--- config.mk ---
export PLATFORM = sky130hd
export DESIGN_NAME = reg32_uart_tx
export DESIGN_NICKNAME = d
export VERILOG_FILES = /design/src/rtl/reg32_uart_tx_pkg.sv /design/src/rtl/uart_tx_byte.sv /design/src/rtl/reg32_uart_tx.sv
export SDC_FILE = /design/constraint.sdc
export NUM_CORES = 1
export LEC_CHECK = 0
export ABC_AREA = 1
export ABC_CLOCK_PERIOD_IN_PS = 2700
export CORE_MARGIN = 4
export CORE_UTILIZATION = 46
export CTS_CLUSTER_DIAMETER = 40
export DETAILED_ROUTE_END_ITERATION = 16
export PLACE_DENSITY = 0.77
export SLEW_MARGIN = 20
export SYNTH_ARGS = -nofsm -noshare
export SYNTH_HDL_FRONTEND = slang
export SYNTH_SLANG_ARGS = --single-unit
--- constraint.sdc ---
create_clock -name iCLK -period 2.7 [get_ports iCLK]
set_input_delay 0.405 -clock iCLK [delete_from_list [all_inputs] [get_ports iCLK]]
set_output_delay 0.405 -clock iCLK [all_outputs]
set_load 0.01 [all_outputs]
--- src/rtl/reg32_uart_tx_pkg.sv ---
// Shared constants, FSM encodings and ASCII helpers for the reg32 UART
// line reporter (8 hex digits followed by CR LF).
package reg32_uart_tx_pkg;

    localparam logic [7:0] ASCII_CR    = 8'h0D;
    localparam logic [7:0] ASCII_LF    = 8'h0A;
    localparam int         FRAME_CHARS = 10;

    localparam logic [1:0] ST_IDLE  = 2'd0;
    localparam logic [1:0] ST_START = 2'd1;
    localparam logic [1:0] ST_DATA  = 2'd2;
    localparam logic [1:0] ST_STOP  = 2'd3;

    function automatic logic [7:0] nibble_to_ascii(input logic [3:0] nib);
        logic [7:0] ch;
        if (nib < 4'd10) begin
            ch = 8'h30 + {4'h0, nib};
        end else begin
            ch = 8'h37 + {4'h0, nib};
        end
        return ch;
    endfunction

    // Character idx of the line for value: nibbles MSB first, then CR, LF.
    function automatic logic [7:0] frame_char(input logic [31:0] value, input logic [3:0] idx);
        logic [7:0] ch;
        case (idx)
            4'd0:    ch = nibble_to_ascii(value[31:28]);
            4'd1:    ch = nibble_to_ascii(value[27:24]);
            4'd2:    ch = nibble_to_ascii(value[23:20]);
            4'd3:    ch = nibble_to_ascii(value[19:16]);
            4'd4:    ch = nibble_to_ascii(value[15:12]);
            4'd5:    ch = nibble_to_ascii(value[11:8]);
            4'd6:    ch = nibble_to_ascii(value[7:4]);
            4'd7:    ch = nibble_to_ascii(value[3:0]);
            4'd8:    ch = ASCII_CR;
            4'd9:    ch = ASCII_LF;
            default: ch = ASCII_LF;
        endcase
        return ch;
    endfunction

endpackage

--- src/rtl/uart_tx_byte.sv ---
// 8N1 byte serialiser. oREADY rises in the last cycle of the stop bit so a
// new byte can follow with no idle gap.
module uart_tx_byte
    import reg32_uart_tx_pkg::*;
#(
    parameter int CLKS_PER_BIT = 434
) (
    input  logic       iCLK,
    input  logic       iRST,
    input  logic [7:0] iDATA,
    input  logic       iVALID,
    output logic       oREADY,
    output logic       oTX
);

    localparam int TW = (CLKS_PER_BIT > 1) ? $clog2(CLKS_PER_BIT) : 1;
    localparam logic [TW-1:0] TIMER_LAST = TW'(CLKS_PER_BIT - 1);

    logic [1:0]    state_r;
    logic [TW-1:0] timer_r;
    logic [2:0]    bit_idx_r;
    logic [7:0]    shift_r;
    logic          tx_r;
    logic          bit_end_s;
    logic          ready_s;
    logic          accept_s;

    // Bit boundary detection and handshake.
    always_comb begin
        bit_end_s = (timer_r == TIMER_LAST);
        ready_s   = (state_r == ST_IDLE) || ((state_r == ST_STOP) && bit_end_s);
        accept_s  = iVALID && ready_s;
    end

    // Start/data/stop bit sequencing with a registered line output.
    always_ff @(posedge iCLK) begin
        if (iRST) begin
            state_r   <= ST_IDLE;
            timer_r   <= '0;
            bit_idx_r <= 3'd0;
            shift_r   <= 8'h00;
            tx_r      <= 1'b1;
        end else if (accept_s) begin
            state_r   <= ST_START;
            timer_r   <= '0;
            bit_idx_r <= 3'd0;
            shift_r   <= iDATA;
            tx_r      <= 1'b0;
        end else begin
            case (state_r)
                ST_IDLE: begin
                    timer_r <= '0;
                    tx_r    <= 1'b1;
                end
                ST_START: begin
                    if (bit_end_s) begin
                        state_r   <= ST_DATA;
                        timer_r   <= '0;
                        bit_idx_r <= 3'd0;
                        tx_r      <= shift_r[0];
                    end else begin
                        timer_r <= timer_r + TW'(1);
                    end
                end
                ST_DATA: begin
                    if (bit_end_s) begin
                        timer_r <= '0;
                        if (bit_idx_r == 3'd7) begin
                            state_r <= ST_STOP;
                            tx_r    <= 1'b1;
                        end else begin
                            bit_idx_r <= bit_idx_r + 3'd1;
                            shift_r   <= {1'b0, shift_r[7:1]};
                            tx_r      <= shift_r[1];
                        end
                    end else begin
                        timer_r <= timer_r + TW'(1);
                    end
                end
                ST_STOP: begin
                    if (bit_end_s) begin
                        state_r <= ST_IDLE;
                        timer_r <= '0;
                    end else begin
                        timer_r <= timer_r + TW'(1);
                    end
                    tx_r <= 1'b1;
                end
                default: begin
                    state_r <= ST_IDLE;
                    timer_r <= '0;
                    tx_r    <= 1'b1;
                end
            endcase
        end
    end

    assign oREADY = ready_s;
    assign oTX    = tx_r;

endmodule

--- src/rtl/reg32_uart_tx.sv ---
// Reports iREG32 as an ASCII hex line over UART, on change or on iSEND.
// The first character is handed to the serialiser on the trigger edge itself.
module reg32_uart_tx
    import reg32_uart_tx_pkg::*;
#(
    parameter int CLKS_PER_BIT   = 434,
    parameter bit SEND_ON_CHANGE = 1'b1
) (
    input  logic        iCLK,
    input  logic        iRST,
    input  logic [31:0] iREG32,
    input  logic        iSEND,
    output logic        oTX,
    output logic        oBUSY,
    output logic        oDONE
);

    localparam logic [3:0] LAST_CHAR = 4'(FRAME_CHARS - 1);

    logic        busy_r;
    logic        done_r;
    logic [3:0]  char_idx_r;
    logic [31:0] snap_r;
    logic [31:0] last_r;

    logic        changed_s;
    logic        trigger_s;
    logic        advance_s;
    logic        frame_end_s;
    logic        byte_valid_s;
    logic [7:0]  byte_data_s;
    logic        byte_ready_s;

    // Trigger qualification and next-character selection.
    always_comb begin
        changed_s    = (SEND_ON_CHANGE == 1'b1) && (iREG32 != last_r);
        trigger_s    = !busy_r && (iSEND || changed_s);
        advance_s    = busy_r && byte_ready_s && (char_idx_r < LAST_CHAR);
        frame_end_s  = busy_r && byte_ready_s && (char_idx_r == LAST_CHAR);
        byte_valid_s = trigger_s || advance_s;
        if (trigger_s) begin
            byte_data_s = frame_char(iREG32, 4'd0);
        end else begin
            byte_data_s = frame_char(snap_r, char_idx_r + 4'd1);
        end
    end

    // Frame state, snapshot and last-sent value.
    always_ff @(posedge iCLK) begin
        if (iRST) begin
            busy_r     <= 1'b0;
            done_r     <= 1'b0;
            char_idx_r <= 4'd0;
            snap_r     <= 32'h0;
            last_r     <= 32'h0;
        end else begin
            done_r <= frame_end_s;
            if (trigger_s) begin
                busy_r     <= 1'b1;
                char_idx_r <= 4'd0;
                snap_r     <= iREG32;
                last_r     <= iREG32;
            end else if (advance_s) begin
                char_idx_r <= char_idx_r + 4'd1;
            end else if (frame_end_s) begin
                busy_r <= 1'b0;
            end else begin
                busy_r <= busy_r;
            end
        end
    end

    uart_tx_byte #(
        .CLKS_PER_BIT(CLKS_PER_BIT)
    ) u_byte (
        .iCLK   (iCLK),
        .iRST   (iRST),
        .iDATA  (byte_data_s),
        .iVALID (byte_valid_s),
        .oREADY (byte_ready_s),
        .oTX    (oTX)
    );

    assign oBUSY = busy_r;
    assign oDONE = done_r;

endmodule

* After elaboration in Yosys (flattened, before gate mapping)
Index checks and enable logic that the tools add are counted.
** Storage, ports and cells
- Flip-flop bits (word level) :: 61
- Logic and storage cells :: 130
- Input bits :: 35
- Output and inout bits :: 3
** Cells by class
- Reduce and logical (&&, ||, !) cells :: 28
- Equal/unequal tests :: 26
- Multiplexer cells :: 35
- Add/sub/neg operators :: 21
- Magnitude comparators :: 10
** Operator list (number)
- $add 6x4->7 const A :: 18
- $pmux 8 s9 :: 1
- $mux 7 :: 9
- $lt 4x4->1 const B :: 10
- $mux 8 :: 5
- $ne 32x32->1 :: 1
- $pmux 9 s2 :: 1
- $eq 4x3->1 const B :: 4
- $ne 3x1->1 const B :: 4
- $ne 2x1->1 const B :: 5
- $reduce_and 5->1 :: 2
- $add 9x1->9 const B :: 1
- $eq 9x9->1 const B :: 1
- $mux 3 :: 3
- $mux 9 :: 1
- $eq 4x2->1 const B :: 2
- $eq 4x4->1 const B :: 2
- $mux 1 :: 8
- $mux 2 :: 4
- $reduce_bool 2->1 :: 4
- $logic_and 1x1->1 :: 6
- $pmux 2 s3 :: 1
- $pmux 3 s2 :: 1
- $reduce_or 2->1 :: 3
- other kinds (18) :: 23

* Depth between registers and ports, before layout
- Word-level depth :: 9
- Gate-level depth with buffers :: 15
- Mapped depth without buffers :: 15

* Cells and area by module
From an unflattened synthesis, not the netlist that was laid out.
** Unflattened totals
- Cell total of the unflattened synthesis :: 812
- Area, all modules :: 4939.7 µm²
** By module, submodules not included
- reg32_uart_tx :: area an instance 3622.2 µm², instances 1, cells an instance 638, sequential area each 760.7 µm²
- uart_tx_byte :: area an instance 1317.5 µm², instances 1, cells an instance 174, sequential area each 460.4 µm²

* Least setup slack after synthesis
No wires, ideal clock.
- Path kind :: register to register
- Start point :: register u_byte.timer_r[0]
- End point :: register u_byte.shift_r[1]
- Data arrival time :: 1.742 ns
- Slack :: 0.823 ns
- Setup time :: 0.135 ns
- Cell stages (with the launch flop) :: 13
- Buffers on the path :: 0
- Data required time :: 2.565 ns
- Period minus slack after synthesis :: 1.877 ns
- Cells stage by stage :: dfxtp_1 ha_1 nand2_1 nor3_2 nand3_4 o21ai_4 inv_2 nor2_8 nand2_4 nand2_2 nand2_1 o21ai_1 a21oi_1
** On the way
- Longest elaborated chain between the ends :: 9
- Elaborated cells on any way between the ends :: 12
- Classes of those cells :: eq/ne: 2; mux: 1; reduce/logical: 9
** Ends and longest elaborated chain
- from (decl) :: line uart_tx_byte.sv:20 : logic [TW-1:0] timer_r;
- from (signal assigned) :: line uart_tx_byte.sv:62 : timer_r <= timer_r + TW'(1);
- from (signal assigned) :: line uart_tx_byte.sv:77 : timer_r <= timer_r + TW'(1);
- from (signal assigned) :: line uart_tx_byte.sv:85 : timer_r <= timer_r + TW'(1);
- $eq 9x9->1 * :: line uart_tx_byte.sv:30 : bit_end_s = (timer_r == TIMER_LAST);
- $logic_and 1x1->1 :: line uart_tx_byte.sv:31 : ready_s = (state_r == ST_IDLE) || ((state_r == ST_STOP) && bit_end_s);
- $logic_or 1x1->1 :: line uart_tx_byte.sv:31
- $logic_and 1x1->1 (2 in series) :: line reg32_uart_tx.sv:38 : advance_s = busy_r && byte_ready_s && (char_idx_r < LAST_CHAR);
- $logic_or 1x1->1 :: line reg32_uart_tx.sv:40 : byte_valid_s = trigger_s || advance_s;
- $logic_and 1x1->1 :: line uart_tx_byte.sv:32 : accept_s = iVALID && ready_s;
- $ne 2x1->1 (no line) / $reduce_bool 2->1 (equally long branches)
- $reduce_and 3->1 (no line)
- to (signal assigned) :: line uart_tx_byte.sv:47 : shift_r <= iDATA;
- to (signal assigned) :: line uart_tx_byte.sv:73 : shift_r <= {1'b0, shift_r[7:1]};
- to (decl) :: line uart_tx_byte.sv:22 : logic [7:0] shift_r;
Mark *: on every way between the ends. The rest lies on a longest branch, timed or not.
A chain may end at the register's enable or synchronous reset.

* Worst setup path after layout
- Start point :: input iREG32[31]
- End point :: register u_byte.timer_r[2]
** On the way
- Longest elaborated chain between the ends :: 6
** Ends and longest elaborated chain
- from (decl) :: line reg32_uart_tx.sv:11 : input logic [31:0] iREG32,
- $ne 32x32->1 :: line reg32_uart_tx.sv:36 : changed_s = (SEND_ON_CHANGE == 1'b1) && (iREG32 != last_r);
- $logic_or 1x1->1 :: line reg32_uart_tx.sv:37 : trigger_s = !busy_r && (iSEND || changed_s);
- $logic_and 1x1->1 :: line reg32_uart_tx.sv:37
- $logic_or 1x1->1 :: line reg32_uart_tx.sv:40
- $logic_and 1x1->1 :: line uart_tx_byte.sv:32
- $reduce_or 2->1 (no line)
Every way passes these cells.

==> results.txt <==
- CTS sink count: 60
* Shortest period the worst path allows: 2290 ps
- During synthesis, Yosys emitted a total of 0 warnings.
- Summed over all instances, the cell type with the most area after synthesis is dfxtp_1.
* Htree depth: 3
* Vias: between 4000 and 5000
- Critical setup path kind: in2reg
- Pre-CTS WS: between 30 and 40 ps
- Area fraction of the dominant cell type after synthesis: 27.2%
- Utilization after layout: 55.3%
- Synthesis instantiated 39 different standard cells from the library.
* Maximum vdd drop: 0.214 mV
- Once the floorplan was initialized, standard cells occupied 47.6% of the core.
- Final hold analysis gives a worst-case slack of 470 ps.
* GR Util All Layers: 20.2%
- The die is 106 um tall.
- Number of nets in the layout: 799
- Area added between synthesis and finish: 16.3%
- Entering global routing, the biggest net connects 43 pins.
- The design draws 2.87 mW.
* CP Data Required Time: 2980 ps
- Clock latency on the worst-skew pair, taken at its later pin, is ~360 ps.
- Type of element capturing the critical path: register
* Cell area after technology mapping: 0.00442 sq mm
* Most repeated cell in the gate-level netlist after synthesis: nand2_1
- Post-Place Cells: between 800 and 900
* Number of enable flip-flop cells after synthesis: 0
- At the pin with the least slew margin, the transition time is 509 ps.
* Primary flip-flop cell chosen by synthesis mapping: dfxtp_1
- Cell area after layout: a little over 0.005 sq mm
- Among cell families on the critical path, the largest total delay comes from simple AND/OR/NAND/NOR gates.
- Worst R2R Start: char_idx_r[0]
- Top cell types by occurrence after synthesis: nand2_1 (180), inv_1 (91), o21ai_0 (72), nor2_1 (68), dfxtp_1 (60)
* Total Wirelength: approximately 11000 um
- Synthesis produced 697 cells.
- Across the routed clock network, the largest skew measured is between 10 and 15 ps.
* Largest fanout of any net on the critical path: 13
* Cell chain of the critical path: clkdlybuf4s50_1 -> inv_1 -> nand2_1 -> nand2_1 -> inv_1 -> nand3_1 -> nor2_1 -> nand2_1 -> nor2_1 -> nand2_2 -> nand2_4 -> nand2_4 -> nand2_4 -> nand4_4 -> nor3b_2
- Setup repair after global routing left no endpoint under its margin.
- Antenna violations before repair: 0
* Number of buffer cells added on primary ports: 37
- In this run the most critical hold path is launched from u_byte.shift_r[2].
* Ports: 38
* Synth Register Bits: 60
* Hold Path Class: reg2reg
- Violation count after the first detailed-routing iteration: approximately 190
* Setup slack, reg-to-reg: 470 ps
- After synthesis, the cell types taking the most area are dfxtp_1 (27%), nand2_1 (15%), o21ai_0 (8.2%).
- Setup violations remaining at the end of the flow were counted as 0.
- Diodes inserted: 0
- Post-DR wirelength/cell: approximately 13 um
- Vias in the first global route: 4214
- Buffers added to address setup during post-CTS repair amount to 0.
- For this run, the register share of the synthesized area comes to 27.2%.
* Hold-fix buffer count after cts: 0
- Arr. time, crit path: around 2600 ps
- Per-instance average area after synthesis: 6.34 sq um
- Depth of the worst hold-timing path: 2
* Area of the placeable core: 0.00928 sq mm
- HPWL after detailed placement: 8680 um
* Fin Setup TNS: 0 ps
* Worst setup path startpoint: iREG32[31]
- Fmax achieved: 437 MHz
* Reported max-cap violation count: 0
- Headroom to the max-slew limit came out at 65.9%.
* Nature of the critical path startpoint: input port
- After floorplanning, the core was divided into 35 placement rows.
* Path length in cells of the critical path: 15
* Instance area after placement: between 0.004 and 0.005 sq mm
- First-pass DRT Iterations: 6
- Number of hold-slack violations in the final timing report: 0
- Share of async-settable or async-resettable flops after synthesis: 0%
- Final Wtd Congestion: around 0.93
- Once layout is complete, the cells apart from fillers number 871.
- When the netlist entered floorplanning its net count stood at 759.
* Static leakage: between 2 and 2.5 nW
- For this run, design rule violations remaining after detail routing come to 0.
* Power Density: 558 mW/mm^2
- Mean number of vias per cell: 5.16
* Ratio of cells with drive above 1 in the final layout: 7.82%
- After global routing the overflow that remains totals 0.
- The worst path uses a little over four fifths of the clock period.
- Post-CTS clock slew at the launch and capture registers of the worst setup and hold paths: 70 ps
- Together, buffers and inverters on the worst path number 3.
* Slowest stage cell, crit path: clkdlybuf4s50_1
* Horizontal die dimension: 106 um
- The number of gates resized after CTS was 0.
- Worst path max stage delay: 540 ps
- The number of cells on the worst reg-to-reg path is 12.
* TritonCTS clock tree: yes
- Die outline area: 0.0112 sq mm
- Run status: finished clean
* Setup ws final: 412 ps
* Global-route wire length before repair: about 19000 um
- Clock Path Buffers: 2
- Root buf cell: clkbuf_8
- The count of pins over their slew limit was 0.
- Count of nets left with antenna violations after detail routing: 0
- CTS buffer count: 9
registers in the layout, indices dropped and copies added, names as in the netlist:
signal and flops:
u_byte.state_r 2, u_byte.timer_r 9, u_byte.oTX 1, last_r 32
u_byte.bit_idx_r 3, u_byte.shift_r 7, oDONE 1, char_idx_r 4
oBUSY 1
cell families after synthesis:
logic type | count (synthesis) | synth area share [%]
AOI/OAI and AO/OA | 144 | 17.4
xor gates and xnor gates | 21 | 4.33
adders and majority gates | 27 | 7.65
buffers and inverters | 110 | 9.71
DFF | 60 | 27.2
and+or+nand+nor | 335 | 33.7
path summary, 6_finish.rpt:
check,to
max,u_byte.timer_r[2]
min,u_byte.shift_r[2]
max reg2reg,u_byte.shift_r[3]
min reg2reg,u_byte.shift_r[2]
worst register-to-register path, cell delays in order, from the launching register on:
cell     delay, ps
dfxtp_1        480
ha_1           280
xor2_2         310
nand2_1        170
nor2_2         210
nand3_1        120
nand3_1        130
nor2_1          60
nand2_1         70
nand2_1         60
nand3_1         90
nand2_1         80
a21oi_2        110
power by group:
group	switching [mW]	internal (mW)	leakage, nW
Sequential	0.0862	0.984	0.495
Clock	0.386	0.474	0.102
Combinational	0.580	0.357	1.66
Total	1.05	1.82	2.26
cell usage in the layout (no fill, tap or decap), types with 6 or more instances in the layout:
| master | instances |
|---|---|
| nor2_1 | 68 |
| a21oi_1 | 53 |
| xnor2_1 | 11 |
| clkbuf_8 | 11 |
| nand2_1 | 180 |
| inv_2 | 6 |
| o21ai_1 | 6 |
| o21ai_0 | 72 |
| nand4_1 | 13 |
| clkdlybuf4s50_1 | 37 |
| nand3_1 | 45 |
| ha_1 | 27 |
| xor2_1 | 9 |
| dfxtp_1 | 60 |
| inv_1 | 91 |
| nor2_2 | 6 |
layout make-up:
cell class / instances / area [sq um]
fillers: 924 / 4150
multi-input cells: 527 / 2790
flip-flops and latches: 60 / 1200
repair buffers: 42 / 420
inverters: 97 / 364
well taps: 129 / 161
clock buffers: 12 / 155
clock inverters: 4 / 47.5
metal layers:
layer	routed length, um	vias up	GRT usage [%]
li1	-	2324	-
met4	226	0	8.05
met3	597	19	3.22
met5	0	-	0
met1	5210	2040	26.3
met2	5120	112	33.5
No activity file was read; power rests on OpenSTA's default activity.
